**src/rtl/pacman_move_ctrl.sv**
```systemverilog
// Pac-Man move controller: proposes a one-tile step per tick, wall/dot checks it.
// Optional tunnel wrap at map edges under `define PACMAN_TUNNEL_WRAP_EN.
module pacman_move_ctrl #(
  parameter int         MAP_W     = 40,
  parameter int         MAP_H     = 30,
  parameter logic [5:0] START_X   = 6'd19,
  parameter logic [4:0] START_Y   = 5'd22,
  parameter logic [3:0] WALL_CODE = 4'd1,
  parameter logic [3:0] DOT_CODE  = 4'd2
) (
  input  logic               CLOCK_50,
  input  logic               reset,
  input  logic               up,
  input  logic               down,
  input  logic               left,
  input  logic               right,
  input  logic               tick,
  input  logic               done,
  input  logic [4*MAP_W-1:0] rd_q,
  output logic [4:0]         rd_addr,
  output logic [5:0]         curr_pacman_x,
  output logic [4:0]         curr_pacman_y,
  output logic [5:0]         next_pacman_x,
  output logic [4:0]         next_pacman_y,
  output logic               busy,
  output logic               dot_eaten,
  output logic               blocked
);

  typedef enum logic [1:0] {
    IDLE, FETCH, CHECK, COMMIT
  } state_t;

  localparam logic [1:0] D_UP = 2'd0;
  localparam logic [1:0] D_DN = 2'd1;
  localparam logic [1:0] D_LT = 2'd2;
  localparam logic [1:0] D_RT = 2'd3;

  localparam logic [5:0] X_MAX = 6'(MAP_W - 1);
  localparam logic [4:0] Y_MAX = 5'(MAP_H - 1);

  state_t       state;
  logic [1:0]   held_dir;
  logic         dir_v;
  logic [5:0]   cand_x;
  logic [4:0]   cand_y;
  logic         cand_off;
  logic [5:0]   step_x;
  logic [4:0]   step_y;
  logic         step_off;
  logic [4*MAP_W-1:0] row_sh;
  logic [3:0]   tile;

  // Candidate step from the held direction (pre-update value on a tick edge)
  always_comb begin
    step_x   = curr_pacman_x;
    step_y   = curr_pacman_y;
    step_off = 1'b0;
    unique case (held_dir)
      D_UP: begin
        if (curr_pacman_y == 5'd0) begin
`ifdef PACMAN_TUNNEL_WRAP_EN
          step_y = Y_MAX;
`else
          step_off = 1'b1;
`endif
        end else begin
          step_y = curr_pacman_y - 5'd1;
        end
      end
      D_DN: begin
        if (curr_pacman_y == Y_MAX) begin
`ifdef PACMAN_TUNNEL_WRAP_EN
          step_y = 5'd0;
`else
          step_off = 1'b1;
`endif
        end else begin
          step_y = curr_pacman_y + 5'd1;
        end
      end
      D_LT: begin
        if (curr_pacman_x == 6'd0) begin
`ifdef PACMAN_TUNNEL_WRAP_EN
          step_x = X_MAX;
`else
          step_off = 1'b1;
`endif
        end else begin
          step_x = curr_pacman_x - 6'd1;
        end
      end
      D_RT: begin
        if (curr_pacman_x == X_MAX) begin
`ifdef PACMAN_TUNNEL_WRAP_EN
          step_x = 6'd0;
`else
          step_off = 1'b1;
`endif
        end else begin
          step_x = curr_pacman_x + 6'd1;
        end
      end
    endcase
  end

  // Column 0 sits in the top nibble of the row word
  always_comb begin
    row_sh = rd_q << {cand_x, 2'b00};
    tile   = row_sh[4*MAP_W-1 -: 4];
  end

  always_ff @(posedge CLOCK_50 or posedge reset) begin
    if (reset) begin
      state         <= IDLE;
      held_dir      <= D_UP;
      dir_v         <= 1'b0;
      cand_x        <= START_X;
      cand_y        <= START_Y;
      cand_off      <= 1'b0;
      rd_addr       <= START_Y;
      curr_pacman_x <= START_X;
      curr_pacman_y <= START_Y;
      next_pacman_x <= START_X;
      next_pacman_y <= START_Y;
      busy          <= 1'b0;
      dot_eaten     <= 1'b0;
      blocked       <= 1'b0;
    end else begin
      dot_eaten <= 1'b0;
      blocked   <= 1'b0;
      if (up) begin
        held_dir <= D_UP;
        dir_v    <= 1'b1;
      end else if (down) begin
        held_dir <= D_DN;
        dir_v    <= 1'b1;
      end else if (left) begin
        held_dir <= D_LT;
        dir_v    <= 1'b1;
      end else if (right) begin
        held_dir <= D_RT;
        dir_v    <= 1'b1;
      end
      unique case (state)
        IDLE: begin
          if (tick && dir_v) begin
            cand_x   <= step_x;
            cand_y   <= step_y;
            cand_off <= step_off;
            rd_addr  <= step_y;
            busy     <= 1'b1;
            state    <= FETCH;
          end
        end
        FETCH: state <= CHECK;
        CHECK: begin
          if (cand_off || tile == WALL_CODE) begin
            blocked <= 1'b1;
            busy    <= 1'b0;
            state   <= IDLE;
          end else begin
            next_pacman_x <= cand_x;
            next_pacman_y <= cand_y;
            dot_eaten     <= (tile == DOT_CODE);
            state         <= COMMIT;
          end
        end
        COMMIT: begin
          if (done) begin
            curr_pacman_x <= next_pacman_x;
            curr_pacman_y <= next_pacman_y;
            busy          <= 1'b0;
            state         <= IDLE;
          end
        end
      endcase
    end
  end

endmodule

```
**config.mk**
```make
export PLATFORM = sky130hd
export DESIGN_NAME = pacman_move_ctrl
export DESIGN_NICKNAME = d
export VERILOG_FILES = /design/src/rtl/pacman_move_ctrl.sv
export SDC_FILE = /design/constraint.sdc
export NUM_CORES = 1
export LEC_CHECK = 0
export BUFFER_PORTS_ARGS = -buffer_cell sky130_fd_sc_hd__buf_4
export CAP_MARGIN = 10
export CORE_MARGIN = 10
export CORE_UTILIZATION = 40
export DETAILED_ROUTE_END_ITERATION = 10
export GPL_ROUTABILITY_DRIVEN = 0
export PLACE_DENSITY = 0.74
export SLEW_MARGIN = 20
export SYNTH_ARGS = -nofsm -noshare
export SYNTH_HDL_FRONTEND = slang
export SYNTH_SLANG_ARGS = --single-unit
```
**constraint.sdc**
```tcl
create_clock -name CLOCK_50 -period 3.74 [get_ports CLOCK_50]
set_clock_uncertainty 0.05 [all_clocks]
set_input_delay 0.187 -clock CLOCK_50 [delete_from_list [all_inputs] [get_ports CLOCK_50]]
set_output_delay 0.187 -clock CLOCK_50 [all_outputs]
set_load 0.01 [all_outputs]
```
==> results.tsv, run 1 <==
stage	metric	value	unit
outcome	status	finished, final reports clean	
setup_path	r2r_slack	480	ps
timing	setup_viol	0	
timing	relSlewSlack	0.540	
floorplan	die-area	0.0129	sq mm
clock_network	post_cts_buffers	0	
placed_design	hpwl	10600	um
synthesis	yosysWarnings	0	
drt	wl_per_cell	19.6	um
setup_path	crit_required	3880	ps
timing	rsz0062_at_grt	false	
setup_path	r2r_start	cand_x[0]	
synthesis	ys_seq_elements	42	
finish	fin_area	0.00511	sq mm
floorplan	io_pins	198	
synthesis	synth_cells	345	
synthesis	syn_nets	518	
worst_hold_path	hold_end	dir_v	
flow_run	maxCapViolCount	0	
grt	grt_pass1_wl	19300	um
synthesis	netlist_area	0.00350	sq mm
setup_path	arrival	3400	ps
setup_path	cpMaxStageDelayCell	dfstp_2	
setup_path	cp_max_fo	18	
grt	grt_start_max_net_pins	33	
clock_network	cts_max_level	2	
floorplan	fp.dieH	114	um
drt	vias	3524	
grt	gr-total-overflow	0	
setup_path	path_cells	mux4_1 > mux2i_1 > mux2i_1 > a311oi_2 > nand2b_2 > o21ai_4 > mux2_2	
clock_network	cts-root-buf	clkbuf_8	
drt	drt_iter0_markers	141	
synthesis	synth-edff-count	0	
setup_path	slowest_delay	840	ps
timing	tns	0	ps
timing	whs	65.8	ps
worst_hold_path	min_from	down	
finish	fill_cells	765	
drt	vias_per_cell	5.51	
setup_path	endpoint_kind	flop	
floorplan	start_util	0.406	
power	leakagePower	2.33	nW
drt	drc	0	
finish	antennaDiodeCount	0	
grt	grt.met2_usage	0.330	
grt	grt_pass1_vias	3851	
power	powerDensity	589	mW/mm^2
placed_design	dp_slack	429	ps
timing	slew_viol_final	0	
timing	fmax	307	MHz
power	power	3.01	mW
timing	tightest_slew	682	ps
clock_network	clkLatencyLatePin	300	ps
worst_hold_path	min_path_cells	3	
clock_network	cts.sinks	42	
setup_path	reg2reg_to	next_pacman_x[2]	
drt	wirelength	12600	um
setup_path	worstSetupPathType	flop to flop	
setup_path	worstSetupStartpointType	flop	
drt	drtPass1Iterations	4	
floorplan	rows	34	
timing	hold_viol	0	
grt	antenna_found_initial	0	
grt	gr-usage-met1	0.208	
floorplan	die_w	114	um
clock_network	numCtsBuffers	5	
worst_hold_path	min_path_type	input pin to flop	
clock_network	tritoncts	built	
synthesis	synth_flop_cell	dfrtp_1	
finish	drive_above_1_share	0.513	
clock_network	clock_path_buffers	2	
floorplan	core_area	0.00864	sq mm
synthesis	synth-seq-area-share	0.306	
synthesis	synthDistinctLibCells	53	
timing	finalCritPeriodShare	0.872	
synthesis	async_flop_share	1.00	
timing	setup_slack	479	ps
grt	use_met3	0.0483	
setup_path	cp_common_cell	mux2i_1	
setup_path	reg2regPathDepth	7	
grt	grtUsageTotal	0.182	
finish	fin_nets	705	
drt	drtAntennaViolNets	0	
timing	period_needed	3260	ps
placed_design	portBuffers	197	
synthesis	syn_area_per_cell	10.2	sq um
power	peakVddDrop	215	uV
finish	syn_to_final_growth	45.9	%
clock_network	clk_pin_slew	80	ps
placed_design	placed_cell_area	0.00497	sq mm
grt	globalRoute.busiestLayer	met2	
==> what timing repair did <==
item                                   4_1_cts  5_1_grt
hold buffers                                 2        0
resized for setup                            0        0
endpoints found under the hold margin       11        0
==> layout by cell type (no fill, tap or decap), drive strengths merged, types with 2 or more instances in the layout <==
master	instances
a21oi	22
o211ai	3
xnor2	5
dfstp	18
a31oi	3
dlygate4sd3	2
inv	11
mux2	23
o21ai	15
nand2	24
o32ai	3
and3	6
nand3	8
clkbuf	6
o221ai	5
or4	3
nor3b	3
a311oi	2
a221oi	2
nand2b	7
buf	202
mux2i	12
dfrtp	24
o21a	4
nor2	41
nand4	5
or2	2
nor3	16
mux4	24
o311ai	3
o22ai	7
ha	5
nor2b	5
==> where the power goes <==
group          internal [mW]  switching, mW
sequential             0.677          0.321
combinational          0.934          0.708
clock                  0.214          0.157
==> per-layer routing <==
| layer | vias up | wire (um) |
|---|---|---|
| met2 | 139 | 6640 |
| met4 | 0 | 170 |
| li1 | 1688 | - |
| met1 | 1681 | 4890 |
| met5 | - | 0 |
| met3 | 16 | 869 |
==> how the worst max path moves through the flow <==
stage                          from          endpoint  slack (ps)  cells after the start
after floorplan           cand_x[0]  next_pacman_x[3]        1010                     10
after global placement    cand_x[0]  next_pacman_x[2]         510                      7
after detailed placement  cand_x[0]  next_pacman_x[2]         430                      7
after CTS                 cand_x[0]  next_pacman_x[2]         430                      7
after global routing      cand_x[0]  next_pacman_x[2]         300                      7
final                     cand_x[0]  next_pacman_x[2]         480                      7
==> synthesized netlist by cell type, drive strengths merged (4+ instances only) <==
cell / n / share of area
inv: 11 / 0.012
dfrtp: 24 / 0.17
o22ai: 7 / 0.012
mux2i: 12 / 0.034
mux4: 24 / 0.17
o221ai: 5 / 0.012
o21ai: 15 / 0.025
nand3: 8 / 0.011
nand2b: 7 / 0.013
nor2b: 5 / 0.0089
mux2: 23 / 0.082
and3: 6 / 0.011
buf: 15 / 0.041
xnor2: 5 / 0.012
nand4: 5 / 0.0089
ha: 5 / 0.018
nor3: 16 / 0.023
clkbuf: 9 / 0.011
dfstp: 18 / 0.13
o21a: 4 / 0.0086
nand2: 24 / 0.026
a21oi: 22 / 0.031
nor2: 41 / 0.044
==> cell type report <==
| type | count | area, sq um | share of cell area |
|---|---|---|---|
| Multi-Input combinational cell | 267 | 2210 | 0.432 |
| Timing Repair Buffer | 204 | 1540 | 0.300 |
| Sequential cell | 42 | 1070 | 0.210 |
| Tap cell | 108 | 135 | 0.0264 |
| Clock buffer | 6 | 82.6 | 0.0161 |
| Inverter | 12 | 45.0 | 0.00881 |
| Clock inverter | 1 | 30.0 | 0.00587 |
==> flip-flops by register name, indices dropped and copies added (netlist names) <==
register	flops
dir_v	1
cand_off	1
curr_pacman_y	5
cand_x	6
dot_eaten	1
next_pacman_x	6
busy	1
cand_y	5
next_pacman_y	5
curr_pacman_x	6
blocked	1
state	2
held_dir	2
==> kinds of logic (layout without fill, tap and decap cells) <==
logic type               Yosys count  in the layout  synth area share
AO/OA/AOI/OAI                     74             74             0.143
XOR/XNOR                           5              5            0.0125
adder cells (fa/ha/maj)            5              5            0.0179
buffers and inverters             36            223            0.0650
flip-flops                        42             42             0.306
multiplexers                      59             59             0.283
AND/OR/NAND/NOR                  124            124             0.172
==> critical path, delay by kind of cell, from the launching register on <==
kind	cells	cell delay [ps]
compound gates	2	860
simple gates	1	140
mux	4	1260
flops	1	840
==> metrics by stage <==
step / utilization / std cells
5_1_grt: 0.592 / 640
2_1_floorplan: - / 345
3_3_place_gp: 0.576 / 631
3_5_place_dp: 0.576 / 631
4_1_cts: 0.591 / 640
6_report: 0.592 / 640
Note: power is estimated with default switching activity, not from simulation.
==> inputs of run 2 (changes only) <==
==> constraint.sdc (replaced) <==
create_clock -name CLOCK_50 -period 4 [get_ports CLOCK_50]
set_clock_uncertainty 0.05 [all_clocks]
set_input_delay 0.2 -clock CLOCK_50 [delete_from_list [all_inputs] [get_ports CLOCK_50]]
set_output_delay 0.2 -clock CLOCK_50 [all_outputs]
set_load 0.01 [all_outputs]
==> run 2 against run 1 <==
- the run now ends with hold timing left
- critical path depth rose by 1
- power fell by 8.3%
- die area did not move
- non-clock buffer count fell by 2
- register-to-register slack improved by 240 ps
- utilization fell by 0.45 points
- cell area fell by 0.76%
- sequential share of layout area rose by 0.16 points
- first-iteration DRC count rose by 43%
- setup slack improved by 240 ps
- count of clock-buffer cells in the layout rose by 1
- largest cell class unchanged
==> results.tsv, run 2 (same netlist as run 1, synthesis figures left out) <==
stage	metric	value	unit	change
outcome	status	finished, violations left		was finished, final reports clean
outcome	violations	hold timing		
timing	rsz0062_at_grt	false		unchanged
floorplan	die-area	0.0129	sq mm	unchanged
flow_run	maxCapViolCount	0		unchanged
floorplan	die_w	114	um	unchanged
timing	finalCritPeriodShare	0.820		was 0.872
timing	hold_viol	22		was 0
finish	reg.largest.list	cand_x x6, curr_pacman_x x6, next_pacman_x x6		unchanged
finish	layout_common_cells	201 x buf_4, 41 x nor2_1, 24 x nand2_1, 24 x dfrtp_1, 22 x a21oi_1		was 202 x buf_4, 41 x nor2_1, 24 x nand2_1, 24 x dfrtp_1, 22 x a21oi_1
timing	setup_viol	0		unchanged
finish	drive_above_1_share	0.512		was 0.513
clock_network	clkLatencyLatePin	300	ps	about the same
setup_path	cp_max_fo	33		was 18
timing	fmax	305	MHz	was 307 MHz
power	leakagePower	2.31	nW	was 2.33 nW
clock_network	tritoncts	built		unchanged
timing	slew_viol_final	0		unchanged
clock_network	clk_pin_slew	80	ps	about the same
timing	period_needed	3280	ps	was 3260 ps
placed_design	placed_cell_area	0.00497	sq mm	about the same
clock_network	cts.sinks	42		unchanged
finish	antennaDiodeCount	0		unchanged
setup_path	endpoint_kind	flop		unchanged
finish	final_core_util	0.588		was 0.592
floorplan	start_util	0.406		unchanged
drt	drtPass1Iterations	4		unchanged
timing	tightest_slew	749	ps	was 682 ps
finish	fin_nets	703		was 705
floorplan	core_area	0.00864	sq mm	unchanged
drt	wirelength	12800	um	was 12600 um
timing	whs	-15.2	ps	was 65.8 ps
clock_network	clock_path_buffers	2		unchanged
finish	fin_area	0.00507	sq mm	was 0.00511 sq mm
floorplan	rows	34		unchanged
grt	grt_pass1_vias	3772		was 3851
grt	grt_start_max_net_pins	43		was 33
drt	wl_per_cell	20.1	um	was 19.6 um
clock_network	ctsResizeCount	0		unchanged
drt	vias_per_cell	5.60		was 5.51
timing	tns	0	ps	unchanged
clock_network	cts-root-buf	clkbuf_8		unchanged
power	peakVddDrop	234	uV	was 215 uV
setup_path	worstSetupStartpointType	flop		unchanged
finish	syn_to_final_growth	44.8	%	was 45.9%
drt	drt-met1-wl	4820	um	was 4890 um
floorplan	io_pins	198		unchanged
drt	vias	3577		was 3524
clock_network	numCtsBuffers	5		unchanged
setup_path	cpMaxStageDelayCell	dfstp_2		unchanged
worst_hold_path	min_path_type	input pin to async pin		was input pin to flop
grt	antenna_found_initial	0		unchanged
placed_design	hpwl	10800	um	was 10600 um
drt	drt_iter0_markers	201		was 141
grt	grtUsageTotal	0.183		was 0.182
floorplan	fp.dieH	114	um	unchanged
setup_path	arrival	3410	ps	was 3400 ps
drt	drc	0		unchanged
grt	grt_pass1_wl	19100	um	was 19300 um
placed_design	dp_slack	717	ps	was 429 ps
placed_design	portBuffers	197		unchanged
power	power	2.76	mW	was 3.01 mW
finish	final_common_cell	buf_4		unchanged
timing	setup_slack	718	ps	was 479 ps
clock_network	post_cts_buffers	0		unchanged
drt	drtAntennaViolNets	0		unchanged
drt	routed-wl-met2	6740	um	was 6640 um
timing	relSlewSlack	0.501		was 0.540
setup_path	slowest_delay	930	ps	was 840 ps
setup_path	path_cells	buf_4 > mux4_2 > mux2i_1 > o22ai_1 > a311oi_2 > nand2b_2 > o21ai_4 > mux2_2		was mux4_1 > mux2i_1 > mux2i_1 > a311oi_2 > nand2b_2 > o21ai_4 > mux2_2
power	powerDensity	544	mW/mm^2	was 589 mW/mm^2
grt	gr-total-overflow	0		unchanged
clock_network	cts_max_level	2		unchanged
drt	routed.top_layer	met4		unchanged
setup_path	crit_required	4130	ps	was 3880 ps
drt	wl_met3	1020	um	was 869 um
setup_path	worstSetupPathType	flop to flop		unchanged
run 2: cell types whose count changed in the layout (fill, tap and decap cells not counted):
cell	change
buf_4	-1
bufinv_16	-1
clkbuf_1	+1
clkinv_2	+1
dlygate4sd3_1	-1
run 2: metrics by stage:
| step | cells | hold slack [ps] |
|---|---|---|
| 4_1_cts | 638 | 0.232 |
| 6_report | 639 | -15.2 |
| 2_1_floorplan | 345 | 216 |
| 5_1_grt | 639 | 63.1 |
| 3_5_place_dp | 630 | 314 |
| 3_3_place_gp | 630 | 312 |
run 2: timing repair:
action / CTS / global route
setup endpoints to repair: 0 / 0
endpoints found under the hold margin: 0 / 1
hold buffers: 0 / 1
run 2: metal layers:
metal / vias up / GRT usage
li1: 1686 / -
met1: 1730 / 0.205
met2: 142 / 0.323
met3: 19 / 0.0625
met4: 0 / 0.0499
met5: - / 0
run 2: critical path: cells and delay by family (launching register included):
| kind | cells | cell delay [ps] |
|---|---|---|
| compound gates | 3 | 860 |
| simple gates | 1 | 140 |
| flops | 1 | 930 |
| buf+inv | 1 | 320 |
| mux | 3 | 860 |
run 2: layout make-up:
type	count	area (sq um)
fill	781	3560
multi-input combinational	267	2210
timing repair buffer	202	1520
sequential	42	1070
tap	108	135
clock buffer	7	86.3
inverter	12	45.0
clock inverter	1	5.00
run 2: worst paths after layout:
| path | start | slack (ps) | cells past startpoint | endpoint |
|---|---|---|---|---|
| hold / removal | reset | -20 | 3 | cand_x[2] |
| setup reg to reg | cand_x[1] | 720 | 8 | next_pacman_x[2] |
| min in group CLOCK_50 | right | 70 | 3 | dir_v |
| max in group asynchronous | reset | 3540 | 3 | next_pacman_x[0] |
| hold reg to reg | cand_y[1] | 440 | 2 | cand_y[1] |
| setup / recovery | cand_x[1] | 720 | 8 | next_pacman_x[2] |
run 2: power by group:
| group | switching, mW | internal (mW) | leakage [nW] | total, mW |
|---|---|---|---|---|
| combinational | 0.660 | 0.870 | 1.78 | 1.53 |
| clock | 0.146 | 0.139 | 0.0482 | 0.286 |
| sequential | 0.312 | 0.632 | 0.488 | 0.944 |
| total | 1.12 | 1.64 | 2.31 | 2.76 |
==> inputs of run 3 (changes only) <==
--- a/config.mk
+++ b/config.mk
@@ -11,7 +11,7 @@
 export CORE_UTILIZATION = 40
 export DETAILED_ROUTE_END_ITERATION = 10
 export GPL_ROUTABILITY_DRIVEN = 0
-export PLACE_DENSITY = 0.74
+export PLACE_DENSITY = 0.77
 export SLEW_MARGIN = 20
 export SYNTH_ARGS = -nofsm -noshare
 export SYNTH_HDL_FRONTEND = slang
==> constraint.sdc (replaced) <==
create_clock -name CLOCK_50 -period 2.95 [get_ports CLOCK_50]
set_clock_uncertainty 0.05 [all_clocks]
set_input_delay 0.1475 -clock CLOCK_50 [delete_from_list [all_inputs] [get_ports CLOCK_50]]
set_output_delay 0.1475 -clock CLOCK_50 [all_outputs]
set_load 0.01 [all_outputs]
==> run 3 against run 2 <==
- the flow now finishes without violations
- setup slack lost 620 ps
- largest power group unchanged
- utilization rose by 1.4 points
- cell count rose by 1.4%
- critical path type unchanged
- clock power grew 33%
- die area unchanged
==> results.tsv, run 3 (same netlist as run 1, synthesis figures left out) <==
stage	metric	value	unit	change
outcome	status	finished, final reports clean		was finished, violations left
drt	drtAntennaViolNets	0		unchanged
power	peakVddDrop	333	uV	was 234 uV
finish	layout_common_cells	206 x buf_4, 41 x nor2_1, 24 x nand2_1, 24 x dfrtp_1, 22 x a21oi_1		was 201 x buf_4, 41 x nor2_1, 24 x nand2_1, 24 x dfrtp_1, 22 x a21oi_1
setup_path	cp_max_fo	13		was 33
floorplan	die_w	114	um	unchanged
drt	drt_iter0_markers	212		was 201
timing	fmax	351	MHz	was 305 MHz
setup_path	worstSetupStartpointType	flop		unchanged
setup_path	endpoint_kind	flop		unchanged
floorplan	fp.dieH	114	um	unchanged
drt	wl_per_cell	19.8	um	was 20.1 um
clock_network	clkLatencyLatePin	290	ps	was 300 ps
floorplan	die-area	0.0129	sq mm	unchanged
placed_design	portBuffers	197		unchanged
flow_run	maxCapViolCount	0		unchanged
timing	setup_slack	99.0	ps	was 718 ps
floorplan	start_util	0.406		unchanged
timing	rsz0062_at_grt	true		was false
timing	relSlewSlack	0.572		was 0.501
clock_network	tritoncts	built		unchanged
timing	slew_viol_final	0		unchanged
clock_network	cts-root-buf	clkbuf_8		unchanged
clock_network	numCtsBuffers	5		unchanged
drt	vias_per_cell	5.54		was 5.60
finish	antennaDiodeCount	0		unchanged
clock_network	cts_max_level	2		unchanged
floorplan	core_area	0.00864	sq mm	unchanged
worst_hold_path	min_path_cells	3		
timing	tightest_slew	640	ps	was 749 ps
finish	final_common_cell	buf_4		unchanged
clock_network	clk_pin_slew	70	ps	was 80 ps
grt	grt_pass1_vias	3658		was 3772
grt	gr-total-overflow	0		unchanged
finish	fill_cells	741		was 781
finish	fin_nets	712		was 703
clock_network	clock_path_buffers	2		unchanged
grt	grt_pass1_wl	19400	um	was 19100 um
timing	period_needed	2850	ps	was 3280 ps
grt	grt_start_max_net_pins	43		unchanged
setup_path	crit_required	3080	ps	was 4130 ps
power	power	3.89	mW	was 2.76 mW
power	powerDensity	748	mW/mm^2	was 544 mW/mm^2
finish	fin_area	0.00519	sq mm	was 0.00507 sq mm
finish	syn_to_final_growth	48.2	%	was 44.8%
placed_design	placed_cell_area	0.00504	sq mm	was 0.00497 sq mm
grt	antenna_found_initial	0		unchanged
setup_path	worstSetupPathType	flop to flop		unchanged
timing	tns	0	ps	unchanged
drt	drc	0		unchanged
floorplan	io_pins	198		unchanged
grt	grtUsageTotal	0.184		was 0.183
timing	finalCritPeriodShare	0.966		was 0.820
placed_design	dp_slack	18.3	ps	was 717 ps
floorplan	rows	34		unchanged
timing	hold_viol	0		was 22
clock_network	cts.sinks	42		unchanged
placed_design	hpwl	10800	um	about the same
drt	drtPass1Iterations	4		unchanged
setup_path	arrival	2990	ps	was 3410 ps
finish	reg.largest.list	cand_x x6, curr_pacman_x x6, next_pacman_x x6		unchanged
timing	setup_viol	0		unchanged
worst_hold_path	min_path_type	input pin to flop		was input pin to async pin
setup_path	reg2regPathDepth	9		was 8
drt	wirelength	12800	um	about the same
power	leakagePower	2.37	nW	was 2.31 nW
drt	vias	3589		was 3577
finish	drive_above_1_share	0.524		was 0.512
run 3: cell types whose count changed in the layout (fill, tap and decap cells not counted), sizes merged:
cell	change
buf	+8
dlygate4sd3	+1
run 3: report_power, final:
| part | internal [mW] | switching [mW] | total [mW] |
|---|---|---|---|
| logic | 1.28 | 1.00 | 2.28 |
| registers | 0.863 | 0.360 | 1.22 |
| clock network | 0.189 | 0.191 | 0.379 |
| total | 2.33 | 1.55 | 3.89 |
run 3: layout make-up:
class / instances / area, sq um / share of cell area
Tap cell: 108 / 135 / 0.0260
Multi-Input combinational cell: 267 / 2230 / 0.429
Inverter: 12 / 45.0 / 0.00867
Clock buffer: 7 / 86.3 / 0.0166
Timing Repair Buffer: 211 / 1620 / 0.312
Clock inverter: 1 / 5.00 / 0.000964
Sequential cell: 42 / 1080 / 0.207
run 3: timing repair:
item	CTS	global route
resized for setup	0	6
hold buffers	2	0
endpoints found under the hold margin	25	0
endpoints found under the setup margin	0	14
setup buffers	0	1
run 3: per-stage QoR:
step                cells  hold WS (ps)  utilization
global route          648          24.5        0.601
global placement      637           258        0.584
finish                648          15.7        0.601
floorplan             345           164            -
detailed placement    637           265        0.584
CTS                   647          12.0        0.597
run 3: path summary, 6_finish.rpt:
| kind | start | to | slack (ps) |
|---|---|---|---|
| worst max-delay path | cand_x[0] | next_pacman_x[2] | 100 |
| worst min-delay path | down | dir_v | 20 |
| worst max register to register | cand_x[0] | next_pacman_x[2] | 100 |
| worst min register to register | cand_y[4] | cand_y[4] | 450 |
| max in group asynchronous | reset | cand_x[0] | 1980 |
| min in group asynchronous | reset | blocked | 510 |
run 3: worst max-delay path, stage by stage, from the launching register on:
cell and delay (ps):
dfstp_2 630, buf_4 150, mux4_1 530, mux2i_1 150
mux2i_1 110, a311oi_2 290, nand2b_2 130, o21ai_4 180
buf_12 180, mux2_2 330
run 3: metal layers:
metal,routed length [um],track usage
met1,5230,0.235
met2,6630,0.311
met3,815,0.0399
met4,128,0.0398
met5,0,0
